**src/rtl/galetron_pkg.sv**
```systemverilog
// Shared opcode constants, controller state encoding and the safe-point decode
// helper used by both the preemption controller and the instruction decoder.
package galetron_pkg;

  localparam logic [5:0] OP_JUMP         = 6'b010101;
  localparam logic [5:0] OP_JUMPR        = 6'b100011;
  localparam logic [5:0] OP_LOADR        = 6'b100001;
  localparam logic [5:0] OP_PBRANCH      = 6'b011111;
  localparam logic [5:0] OP_BRANCHZ      = 6'b010011;
  localparam logic [5:0] OP_BRANCHN      = 6'b010100;
  localparam logic [5:0] OP_START_SYSTEM = 6'b100111;

  typedef enum logic [1:0] {
    ST_RUN_OS     = 2'd0,
    ST_RUN_USER   = 2'd1,
    ST_PENDING    = 2'd2,
    ST_RESET_HOLD = 2'd3
  } pc_state_e;

  // Control-flow opcodes leave the pipeline mid-redirect, so nothing may interrupt them.
  function automatic logic is_safe_op(input logic [5:0] op);
    logic safe;
    case (op)
      OP_JUMP, OP_JUMPR, OP_LOADR,
      OP_PBRANCH, OP_BRANCHZ, OP_BRANCHN: safe = 1'b0;
      default:                            safe = 1'b1;
    endcase
    return safe;
  endfunction

endpackage

```
**src/rtl/quantum_timer.sv**
```systemverilog
// Time-slice down-counter: loadable, clearable, saturating at zero, with a
// registered one-cycle pulse on the 1 -> 0 transition.
module quantum_timer
  import galetron_pkg::*;
#(
  parameter int QUANTUM_WIDTH = 16
) (
  input  logic                     clock,
  input  logic                     reset,
  input  logic                     load,
  input  logic [QUANTUM_WIDTH-1:0] load_value,
  input  logic                     clear,
  input  logic                     enable,
  output logic                     expired
);

  logic [QUANTUM_WIDTH-1:0] count_q, count_d;
  logic                     expired_q, expired_d;

  // Next count: a load beats a clear so a slice programmed during reset hold survives.
  always_comb begin
    count_d   = count_q;
    expired_d = 1'b0;
    if (load) begin
      count_d = load_value;
    end else if (clear) begin
      count_d = '0;
    end else if (enable && (count_q != '0)) begin
      count_d   = count_q - QUANTUM_WIDTH'(1);
      expired_d = (count_q == QUANTUM_WIDTH'(1));
    end else begin
      count_d = count_q;
    end
  end

  // Counter and expiry pulse registers.
  always_ff @(posedge clock or posedge reset) begin
    if (reset) begin
      count_q   <= '0;
      expired_q <= 1'b0;
    end else begin
      count_q   <= count_d;
      expired_q <= expired_d;
    end
  end

  assign expired = expired_q;

endmodule

```
**src/rtl/preemption_controller.sv**
```systemverilog
// Preemption / CPU-restart controller: tracks OS vs user execution, defers
// time-slice preemption and restart requests to safe opcodes, times resetCPU.
module preemption_controller
  import galetron_pkg::*;
#(
  parameter int OP_WIDTH      = 6,
  parameter int PC_WIDTH      = 12,
  parameter int OS_LIMIT      = 256,
  parameter int QUANTUM_WIDTH = 16,
  parameter int RESET_CYCLES  = 4
) (
  input  logic                     clock,
  input  logic                     reset,
  input  logic [OP_WIDTH-1:0]      operation,
  input  logic [PC_WIDTH-1:0]      program_counter,
  input  logic                     system_reset,
  input  logic                     resume_os,
  input  logic [QUANTUM_WIDTH-1:0] quantum,
  input  logic                     quantum_load,
  input  logic                     context_exchange,
  output logic                     resetCPU,
  output logic                     jump_context_exchange,
  output logic                     preempt_pending,
  output logic                     quantum_expired
);

  localparam logic [3:0]  HOLD_INIT  = 4'(RESET_CYCLES - 1);
  localparam logic [31:0] OS_LIMIT_U = 32'(OS_LIMIT);

  pc_state_e  state_q;
  logic [3:0] hold_cnt_q;
  logic       sticky_q, reset_cpu_q, jce_q, pending_q;

  logic [5:0] op_s;
  logic       op_safe_s, start_sys_s, in_os_s, req_s, take_reset_s;
  logic       timer_en_s, timer_expired_s;

  assign op_s         = 6'(operation);
  assign op_safe_s    = is_safe_op(op_s);
  assign start_sys_s  = (op_s == OP_START_SYSTEM);
  assign in_os_s      = (32'(program_counter) < OS_LIMIT_U);
  assign req_s        = system_reset | (resume_os & in_os_s) | sticky_q;
  assign take_reset_s = start_sys_s | ((state_q != ST_RESET_HOLD) & req_s & op_safe_s);
  assign timer_en_s   = (state_q == ST_RUN_USER);

  quantum_timer #(.QUANTUM_WIDTH(QUANTUM_WIDTH)) u_timer (
    .clock      (clock),
    .reset      (reset),
    .load       (quantum_load),
    .load_value (quantum),
    .clear      (take_reset_s),
    .enable     (timer_en_s),
    .expired    (timer_expired_s)
  );

  // Controller FSM with registered strobes; a taken restart overrides every other event.
  always_ff @(posedge clock or posedge reset) begin
    if (reset) begin
      state_q     <= ST_RUN_OS;
      hold_cnt_q  <= 4'd0;
      sticky_q    <= 1'b0;
      reset_cpu_q <= 1'b0;
      jce_q       <= 1'b0;
      pending_q   <= 1'b0;
    end else begin
      reset_cpu_q <= 1'b0;
      jce_q       <= 1'b0;
      pending_q   <= 1'b0;
      if (take_reset_s) begin
        state_q     <= ST_RESET_HOLD;
        hold_cnt_q  <= HOLD_INIT;
        sticky_q    <= 1'b0;
        reset_cpu_q <= 1'b1;
      end else begin
        if (state_q != ST_RESET_HOLD) begin
          sticky_q <= req_s;
        end else begin
          sticky_q <= 1'b0;
        end
        case (state_q)
          ST_RUN_OS: begin
            if (!in_os_s) state_q <= ST_RUN_USER;
            else          state_q <= ST_RUN_OS;
          end
          ST_RUN_USER: begin
            if (timer_expired_s && context_exchange) begin
              if (op_safe_s) begin
                jce_q   <= 1'b1;
                state_q <= ST_RUN_OS;
              end else begin
                pending_q <= 1'b1;
                state_q   <= ST_PENDING;
              end
            end else if (in_os_s) begin
              state_q <= ST_RUN_OS;
            end else begin
              state_q <= ST_RUN_USER;
            end
          end
          ST_PENDING: begin
            if (op_safe_s) begin
              jce_q   <= 1'b1;
              state_q <= ST_RUN_OS;
            end else begin
              pending_q <= 1'b1;
              state_q   <= ST_PENDING;
            end
          end
          ST_RESET_HOLD: begin
            if (hold_cnt_q == 4'd0) begin
              state_q <= ST_RUN_OS;
            end else begin
              hold_cnt_q  <= hold_cnt_q - 4'd1;
              reset_cpu_q <= 1'b1;
            end
          end
          default: state_q <= ST_RUN_OS;
        endcase
      end
    end
  end

  assign resetCPU              = reset_cpu_q;
  assign jump_context_exchange = jce_q;
  assign preempt_pending       = pending_q;
  assign quantum_expired       = timer_expired_s;

endmodule
```
**config.mk**
```make
export PLATFORM = sky130hd
export DESIGN_NAME = preemption_controller
export DESIGN_NICKNAME = d
export VERILOG_FILES = /design/src/rtl/galetron_pkg.sv /design/src/rtl/quantum_timer.sv /design/src/rtl/preemption_controller.sv
export SDC_FILE = /design/constraint.sdc
export NUM_CORES = 1
export LEC_CHECK = 0
export ABC_AREA = 1
export BUFFER_PORTS_ARGS = -buffer_cell sky130_fd_sc_hd__buf_4
export CORE_AREA = 2 2 56 84
export CTS_CLUSTER_DIAMETER = 30
export CTS_CLUSTER_SIZE = 40
export DETAILED_ROUTE_END_ITERATION = 12
export DIE_AREA = 0 0 58 86
export GPL_ROUTABILITY_DRIVEN = 0
export PLACE_DENSITY = 0.68
export SKIP_CTS_REPAIR_TIMING = 1
export SLEW_MARGIN = 20
export SYNTH_ARGS = -nofsm -noshare
export SYNTH_HDL_FRONTEND = slang
export SYNTH_SLANG_ARGS = --single-unit
export TNS_END_PERCENT = 5
```
**constraint.sdc**
```tcl
create_clock -name clock -period 1.7 [get_ports clock]
set_input_delay 0.255 -clock clock [delete_from_list [all_inputs] [get_ports clock]]
set_output_delay 0.255 -clock clock [all_outputs]
set_load 0.02 [all_outputs]
```
==> metrics.md, run 1 <==
| Metric | Value |
|---|---|
| DIE HEIGHT | between 80 and 90 µm |
| Slew @ Worst Pin | around 0.36 ns |
| Hold crit path type | in -> async |
| Die X | around 58 µm |
| Clock slew seen by the registers of the worst setup and hold paths | about 0.10 ns |
| Layout cells sized above 1 | approximately a fifth |
| Fin util | 60.5% |
| DRC viols | 0 |
| Full die area | around 5000 µm² |
| Critical path's largest stage delay | ~0.44 ns |
| WS Path Type | reg -> reg |
| Starting Density | between 40% and 50% |
| Placed Area | 2480 µm² |
| Synthesized net count | 369 |
| Vias in the first global route | between 2k and 2.5k |
| #FFs+latches synth | 27 |
| Clk buf depth | 2 |
| Fill cells | 416 |
| CTS buffer count | 3 |
| Synth area leader | dfrtp_1 |
| Total power | about 3700 µW |
| Mean Syn Cell Area | 6.47 µm² |
| Setup crit start kind | register |
| Final HPWL from detailed placement | 3790 µm |
| Slowest-stage cell, CP | dfrtp_1 |
| First-pass GRT wire length | 8590 µm |
| Final worst-path cycle share | between 90 and 100% |
| Max Freq | around 0.65 GHz |
| Share of Yosys cell area claimed by the top area cell type | roughly 33% |
| CP arrival | ~1.7 ns |
| Final net count | ~420 |
| Max-slew violation count | 0 |
| Status | finished, final reports clean |
| Worst Setup End Kind | register |
| Initial antenna violation count | 0 |
| Area grow syn2layout | 22.8% |
| P per Cell Area | between 1000 and 1500 nW/µm² |
| Register cell area after layout | between 600 and 700 µm² |
| Critical-path cell list | nor2_1 -> nand2_1 -> nor2_1 -> nand2_1 -> nand2_4 -> nand2_4 -> nand2_1 -> nand2_1 |
| DRT antenna net count | 0 |
| Post-layout minimum cycle time | ~1.5 ns |
| TritonRoute pass-1 iters | 4 |
| Worst-Skew Late Latency | approximately 0.28 ns |
| Multi-input logic area | 1240 µm² |
| Root cell of the clock tree | clkbuf_8 |
| Worst EP required | around 1.9 ns |
| Peak VDD IR | about 0.00088 V |
| # IOs | between 40 and 50 |
| CTS tree | yes |
| Setup ws final | approximately 0.15 ns |
| Sequential share of power | 30.4% |
| Max-slew headroom | between 70 and 80% |
| CP bufs+invs | 0 |
| Vias per cell | 5.06 |
| Rows | 29 |
| Fin Clk Skew | around 0.0046 ns |
| Post-place setup slack | 0.0768 ns |
| Number of max-cap violations | 0 |
| Int Pwr | 1930 µW |
| CP top delay family | simple AND/OR/NAND/NOR gates |
| Final Hold Fails | 0 |
| Unique cell type count in the Yosys netlist | 30 |
| Final setup vio count | 0 |
| Final instance area | about 2500 µm² |
| Pin count of the biggest net entering global routing | 28 |
| H-Tree Depth | 1 |
| Via count | about 2.1k |
| RSZ-0062 raised after global routing | true |
| DRT iter0 DRCs | 67 |
| Post-Syn Area | 2070 µm² |
| GRT Total Usage | 21.6% |
| Core ar. | approximately 4200 µm² |
| N_diodes | 0 |
| Top cells by area, synth | dfrtp_1 (33%), nand2_1 (23%), nor2_1 (7.4%) |
| Post-route insts no fill | 415 |
| Total grt overflow | 0 |
| Logic pwr share | about three fifths |
| R2R Setup Slk | between 0.15 and 0.2 ns |
| Final wirelength | approximately 4900 µm |
| Clk sinks | 27 |
| Post-synthesis cell count | 320 |
| Clock power frac | approximately 10% |
| Switch share | between 40% and 50% |
| Routed WL per cell | between 10 and 15 µm |
| Register area share after synthesis | roughly a third |
| Leak | around 0.0014 µW |
| Net Switching | 1790 µW |
| Yosys warnings | 0 |
| Cell total after placement | between 400 and 500 |
| Port Buf Inserts | 35 |
| Most common cell on crit path | nand2_1 |
| CP Max Fanout | 15 |
[flip-flops by register name, indices dropped and copies added (netlist names)]
| signal | cells |
|---|---|
| preempt_pending | 1 |
| resetCPU | 1 |
| sticky_q | 1 |
| u_timer.count_q | 16 |
| u_timer.expired | 1 |
| hold_cnt_q | 4 |
| state_q | 2 |
| jump_context_exchange | 1 |
[stage by stage]
| step | TNS [ns] | hold WS [ns] |
|---|---|---|
| floorplan | 0 | 0.308 |
| CTS | 0 | 0.0473 |
| detailed placement | 0 | 0.356 |
| finish | 0 | 0.0338 |
| global route | -0.0143 | 0.0733 |
| global placement | 0 | 0.351 |
[synth_stat cells]
cell,count
nand3_1,25
nor2_8,1
nand3_4,1
a21oi_2,1
clkinv_1,1
nand2_1,127
ha_1,9
xor2_1,4
a21o_1,1
nor2_2,1
nand2_2,2
nand3b_1,2
inv_1,31
buf_2,4
xnor2_1,2
clkbuf_1,1
a21oi_1,3
inv_2,2
buf_1,1
o21ai_0,5
nand4_1,20
dfrtp_1,27
a31oi_1,1
nor4_1,1
buf_4,1
nand2_4,2
buf_6,1
a31o_2,1
nor3_1,1
nor2_1,41
[path summary, 6_finish.rpt]
kind / depth (start not counted) / end / startpoint
max: 8 / u_timer.count_q[0] / u_timer.count_q[11]
min: 3 / u_timer.count_q[6] / reset
max reg2reg: 8 / u_timer.count_q[0] / u_timer.count_q[11]
min reg2reg: 2 / hold_cnt_q[3] / hold_cnt_q[3]
max in group asynchronous: 3 / sticky_q / reset
min in group clock: 5 / u_timer.count_q[11] / quantum[11]
[area by class of cell]
type,instances,share of cell area [%]
clock buffer,3,1.62
clock inverter,1,0.295
inverter,34,5.01
multi-input combinational,251,48.6
sequential,27,26.5
tap,46,2.26
timing repair buffer,53,15.6
[power by group through the flow]
| stage | registers (µW) | logic (µW) | clock network, µW |
|---|---|---|---|
| 2_1_floorplan | 1120 | 1520 | 0 |
| 3_3_place_gp | 1130 | 2160 | 0 |
| 3_5_place_dp | 1130 | 2190 | 0 |
| 4_1_cts | 1120 | 2200 | 398 |
| 5_1_grt | 1160 | 2530 | 418 |
| 6_report | 1130 | 2210 | 384 |
[tightest hold or removal path, delay by kind of cell]
| kind | cells | cell delay, ns |
|---|---|---|
| buf+inv | 3 | 0.47 |
[placed cells by master (no fill, tap or decap)]
cell / count
nor2_1: 37
nand2_4: 3
xnor2_1: 2
clkbuf_8: 3
inv_2: 2
buf_4: 53
nor2_8: 1
a21oi_2: 1
a21oi_1: 3
clkinv_1: 1
a31o_2: 1
nand3b_1: 2
a31oi_1: 1
xor2_1: 4
dfrtp_1: 27
o21ai_0: 5
nand4_1: 20
nand3_1: 25
nor4_1: 1
nand3_4: 1
ha_1: 9
inv_1: 31
nand2_2: 1
nor2_2: 5
a21o_1: 1
nand2_1: 127
clkinvlp_4: 1
nor3_1: 1
[cells by family (layout without fill, tap and decap cells)]
kind of cell / after synthesis / after routing / share of synthesized area (%)
compound gates: 12 / 12 / 3.44
xor+xnor: 6 / 6 / 2.54
fa+ha+maj: 9 / 9 / 5.43
buf+inv: 42 / 91 / 8.39
flops: 27 / 27 / 32.6
simple gates: 224 / 224 / 47.6
[routing by layer]
metal	part of all wire, %	track usage (%)
met5	0	0
met3	3.1	1.96
met2	55	42.7
met4	2.5	9.30
met1	39	22.1
No activity file was read; power rests on OpenSTA's default activity.
==> run 2: changes to the inputs <==
Settings changed: ABC_AREA 1 to default, CORE_AREA 2 2 56 84 to 2 2 52 78, DIE_AREA 0 0 58 86 to 0 0 54 80, PLACE_DENSITY 0.68 to 0.69.
==> run 2 against run 1 <==
The run now ends with negative setup slack left. Register-to-register slack got worse by 0.70 ns. Utilization is 13 points higher. Critical path depth is 2 lower. Non-clock buffer count grew 36. Die area is 13% lower. Worst setup slack lost 0.70 ns.
==> metrics.md, run 2 <==
| Metric | Value |
|---|---|
| Final Hold Fails | 0 (unchanged) |
| Peak VDD IR | 0.000877 V (-0.10%) |
| Total power | 3390 µW (-9.0%) |
| Share of Yosys cell area claimed by the top area cell type | 38.4% (+5.8 points) |
| RSZ-0062 raised after global routing | true |
| TritonRoute pass-1 iters | 5 (+1) |
| Most common cell after layout, fill and taps aside | buf_4 |
| Post-route insts no fill | 329 (-21%) |
| First-pass GRT wire length | 8120 µm (-5.5%) |
| Mean Syn Cell Area | 8.84 µm² (+37%) |
| Layout cells sized above 1 | 42.3% (+23 points) |
| Setup TNS | -6.29 ns (-6.29 ns) |
| Post-layout minimum cycle time | 2.24 ns (+0.699 ns) |
| Slew @ Worst Pin | 0.421 ns (+0.0569 ns) |
| Critical path's largest stage delay | 0.58 ns (+0.14 ns) |
| Vias per cell | 5.94 (+17%) |
| Initial antenna violation count | 0 (unchanged) |
| Final HPWL from detailed placement | 3970 µm (+4.7%) |
| Yosys warnings | 0 (unchanged) |
| Crit path launch | u_timer.count_q[7] |
| Starting Density | 48.2% (-1.0 points) |
| Failing checks | negative setup slack |
| Setup crit start kind | register |
| Net Switching | 1400 µW (-22%) |
| Critical-path cell list | or4_1 -> or4_4 -> and2_4 -> buf_12 -> nor4_4 -> a221oi_2 |
| Clk sinks | 27 (unchanged) |
| EDFF count, synth | 0 (unchanged) |
| Unique cell type count in the Yosys netlist | 47 (+57%) |
| Hold crit path type | in -> async |
| DIE HEIGHT | 80 µm (-7.0%) |
| Top cells by area, synth | dfrtp_1 (38%), ha_1 (6.4%), nand2_1 (6.0%) |
| Sequential share of power | 26.7% (-3.7 points) |
| Int Pwr | 1990 µW (+2.9%) |
| Synth area leader | dfrtp_1 |
| N_diodes | 0 (unchanged) |
| Vias in the first global route | 1887 (-7.0%) |
| Logic pwr share | 61.6% (+2.3 points) |
| Core ar. | 3650 µm² (-13%) |
| Die X | 54 µm (-6.9%) |
| Leak | 0.00121 µW (-16%) |
| Worst EP required | 1.86 ns (-0.02 ns) |
| Commonest cells after routing, fill and taps aside | buf_4 (88), nand2_1 (27), dfrtp_1 (27) |
| Clock slew seen by the registers of the worst setup and hold paths | 0.10 ns (about the same) |
| Area grow syn2layout | 52.0% |
| Via count | 1955 (-6.9%) |
| Fin util | 73.3% (+13 points) |
| Max Freq | 0.446 GHz (-31%) |
| Port Buf Inserts | 35 (unchanged) |
| Switch share | 41.4% (-6.7 points) |
| Top_reg_cell synth | dfrtp_1 |
| Rows | 27 (-6.9%) |
| Clk buf depth | 2 (unchanged) |
| Register with the most flip-flops | u_timer.count_q |
| Cell total after placement | 320 (-22%) |
| Routed WL per cell | 16.5 µm (+39%) |
| Clock power frac | 11.8% (+1.5 points) |
| P per Cell Area | 1270 nW/µm² (-13%) |
| CTS tree | yes |
| Synth top cells by count | nand2_1 (28), dfrtp_1 (27), nor2_1 (16), o21ai_0 (12), nor4_1 (11) |
| DRT antenna net count | 0 (unchanged) |
| Slowest-stage cell, CP | or4_1 |
| WS Path Type | reg -> reg |
| Pin count of the biggest net entering global routing | 31 (+11%) |
| H-Tree Depth | 1 (unchanged) |
| Number of max-cap violations | 0 (unchanged) |
| Most frequent cell after synthesis | nand2_1 |
| Async S/R FF share, synth | 100% (unchanged) |
| CP arrival | 2.40 ns (+0.68 ns) |
| CTS buffer count | 3 (unchanged) |
| Post-place setup slack | -0.476 ns (-0.552 ns) |
| Post-Syn Area | 1760 µm² (-15%) |
| Max-slew headroom | 71.9% (-3.8 points) |
| Final net count | 336 (-20%) |
| GRT Total Usage | 25.2% (+3.6 points) |
| R2R Setup Slk | -0.54 ns (-0.70 ns) |
| Critical R2R Launch | u_timer.count_q[7] |
| Post-synthesis cell count | 199 (-38%) |
| Synthesized net count | 248 (-33%) |
| CP bufs+invs | 1 (+1) |
| Root cell of the clock tree | clkbuf_8 |
| DRC viols | 0 (unchanged) |
| Setup ws final | -0.544 ns (-0.699 ns) |
| Full die area | 4320 µm² (-13%) |
| Fill cells | 291 (-30%) |
| Final worst-path cycle share | 132% (+41 points) |
| Max-slew violation count | 0 (unchanged) |
| # IOs | 44 (unchanged) |
| CP Max Fanout | 5 (-10) |
| CP top delay family | simple AND/OR/NAND/NOR gates |
| Max FFs per register | 16 (unchanged) |
| Status | finished with violations |
| Worst Setup End Kind | register |
| Total grt overflow | 0 (unchanged) |
| Register area share after synthesis | 38.4% (+5.8 points) |
| #FFs+latches synth | 27 (unchanged) |
| DRT iter0 DRCs | 53 (-21%) |
| Final setup vio count | 17 (+17) |
| Biggest regs | u_timer.count_q: 16 flops, hold_cnt_q: 4 flops, state_q: 2 flops |
| Worst-Skew Late Latency | 0.29 ns (about the same) |
| Final wirelength | 5430 µm (+10%) |
| Fin Clk Skew | 0.00518 ns (+0.000583 ns) |
## run 2: cell types whose count changed in the layout (fill, tap and decap cells not counted), moves of 4 or more
cell and change:
nor2_1 -22, xnor2_1 +4, nand2_1 -100, nor3_1 +4
o21ai_1 +8, buf_4 +35, nand4_1 -18, nand3_1 -24
nor4_4 +4, inv_1 -23, nor2_2 -4
## run 2: metrics by stage
stage / hold WS, ns / cell area, µm²
6_report: 0.0235 / 2670
3_3_place_gp: 0.343 / 2440
4_1_cts: 0.0391 / 2490
3_5_place_dp: 0.349 / 2440
5_1_grt: 0.0679 / 2670
2_1_floorplan: 0.308 / 1790
## run 2: final timing paths
path	cells past startpoint	end
max in group asynchronous	3	u_timer.expired
hold reg to reg	2	hold_cnt_q[1]
setup / recovery	6	u_timer.count_q[15]
min in group clock	3	u_timer.count_q[11]
hold / removal	3	u_timer.count_q[5]
setup reg to reg	6	u_timer.count_q[15]
## run 2: cell type report
cell class / count / area, µm² / share of cell area (%)
clock buffer: 3 / 41.3 / 1.54
multi-input combinational: 156 / 1180 / 44.0
clock inverter: 1 / 7.51 / 0.281
timing repair buffer: 89 / 681 / 25.5
tap: 43 / 53.8 / 2.01
inverter: 10 / 37.5 / 1.40
sequential: 27 / 676 / 25.3
## run 2: cell families (layout without fill, tap and decap cells)
| family | Yosys count | in the layout | share of synthesized area (%) |
|---|---|---|---|
| multiplexers | 1 | 1 | 0.569 |
| flip-flops | 27 | 27 | 38.4 |
| buffers and inverters | 16 | 103 | 3.91 |
| adder cells (fa/ha/maj) | 9 | 9 | 6.40 |
| XOR/XNOR | 11 | 11 | 5.48 |
| AND/OR/NAND/NOR | 84 | 84 | 25.1 |
| AO/OA/AOI/OAI | 51 | 51 | 20.1 |
## run 2: layer usage
layer	global-route usage [%]	share of wire (%)	wire, µm
met5	0	0	0
met4	12.3	5.2	282
met3	1.87	4.1	223
met2	47.3	54	2940
met1	26.6	37	1990
## run 2: worst register-to-register path, cell delays in order (launching register included)
cell and delay (ns):
dfrtp_1 0.39, or4_1 0.58, or4_4 0.55, and2_4 0.20, buf_12 0.13, nor4_4 0.17
a221oi_2 0.10
## run 2: power groups by stage
| stage | sequential (µW) | clock (µW) | combinational, µW |
|---|---|---|---|
| finish | 904 | 400 | 2090 |
| global route | 924 | 417 | 2260 |
| CTS | 898 | 394 | 1760 |
| detailed placement | 909 | 0 | 1750 |
| global placement | 900 | 0 | 1720 |
| floorplan | 968 | 0 | 911 |
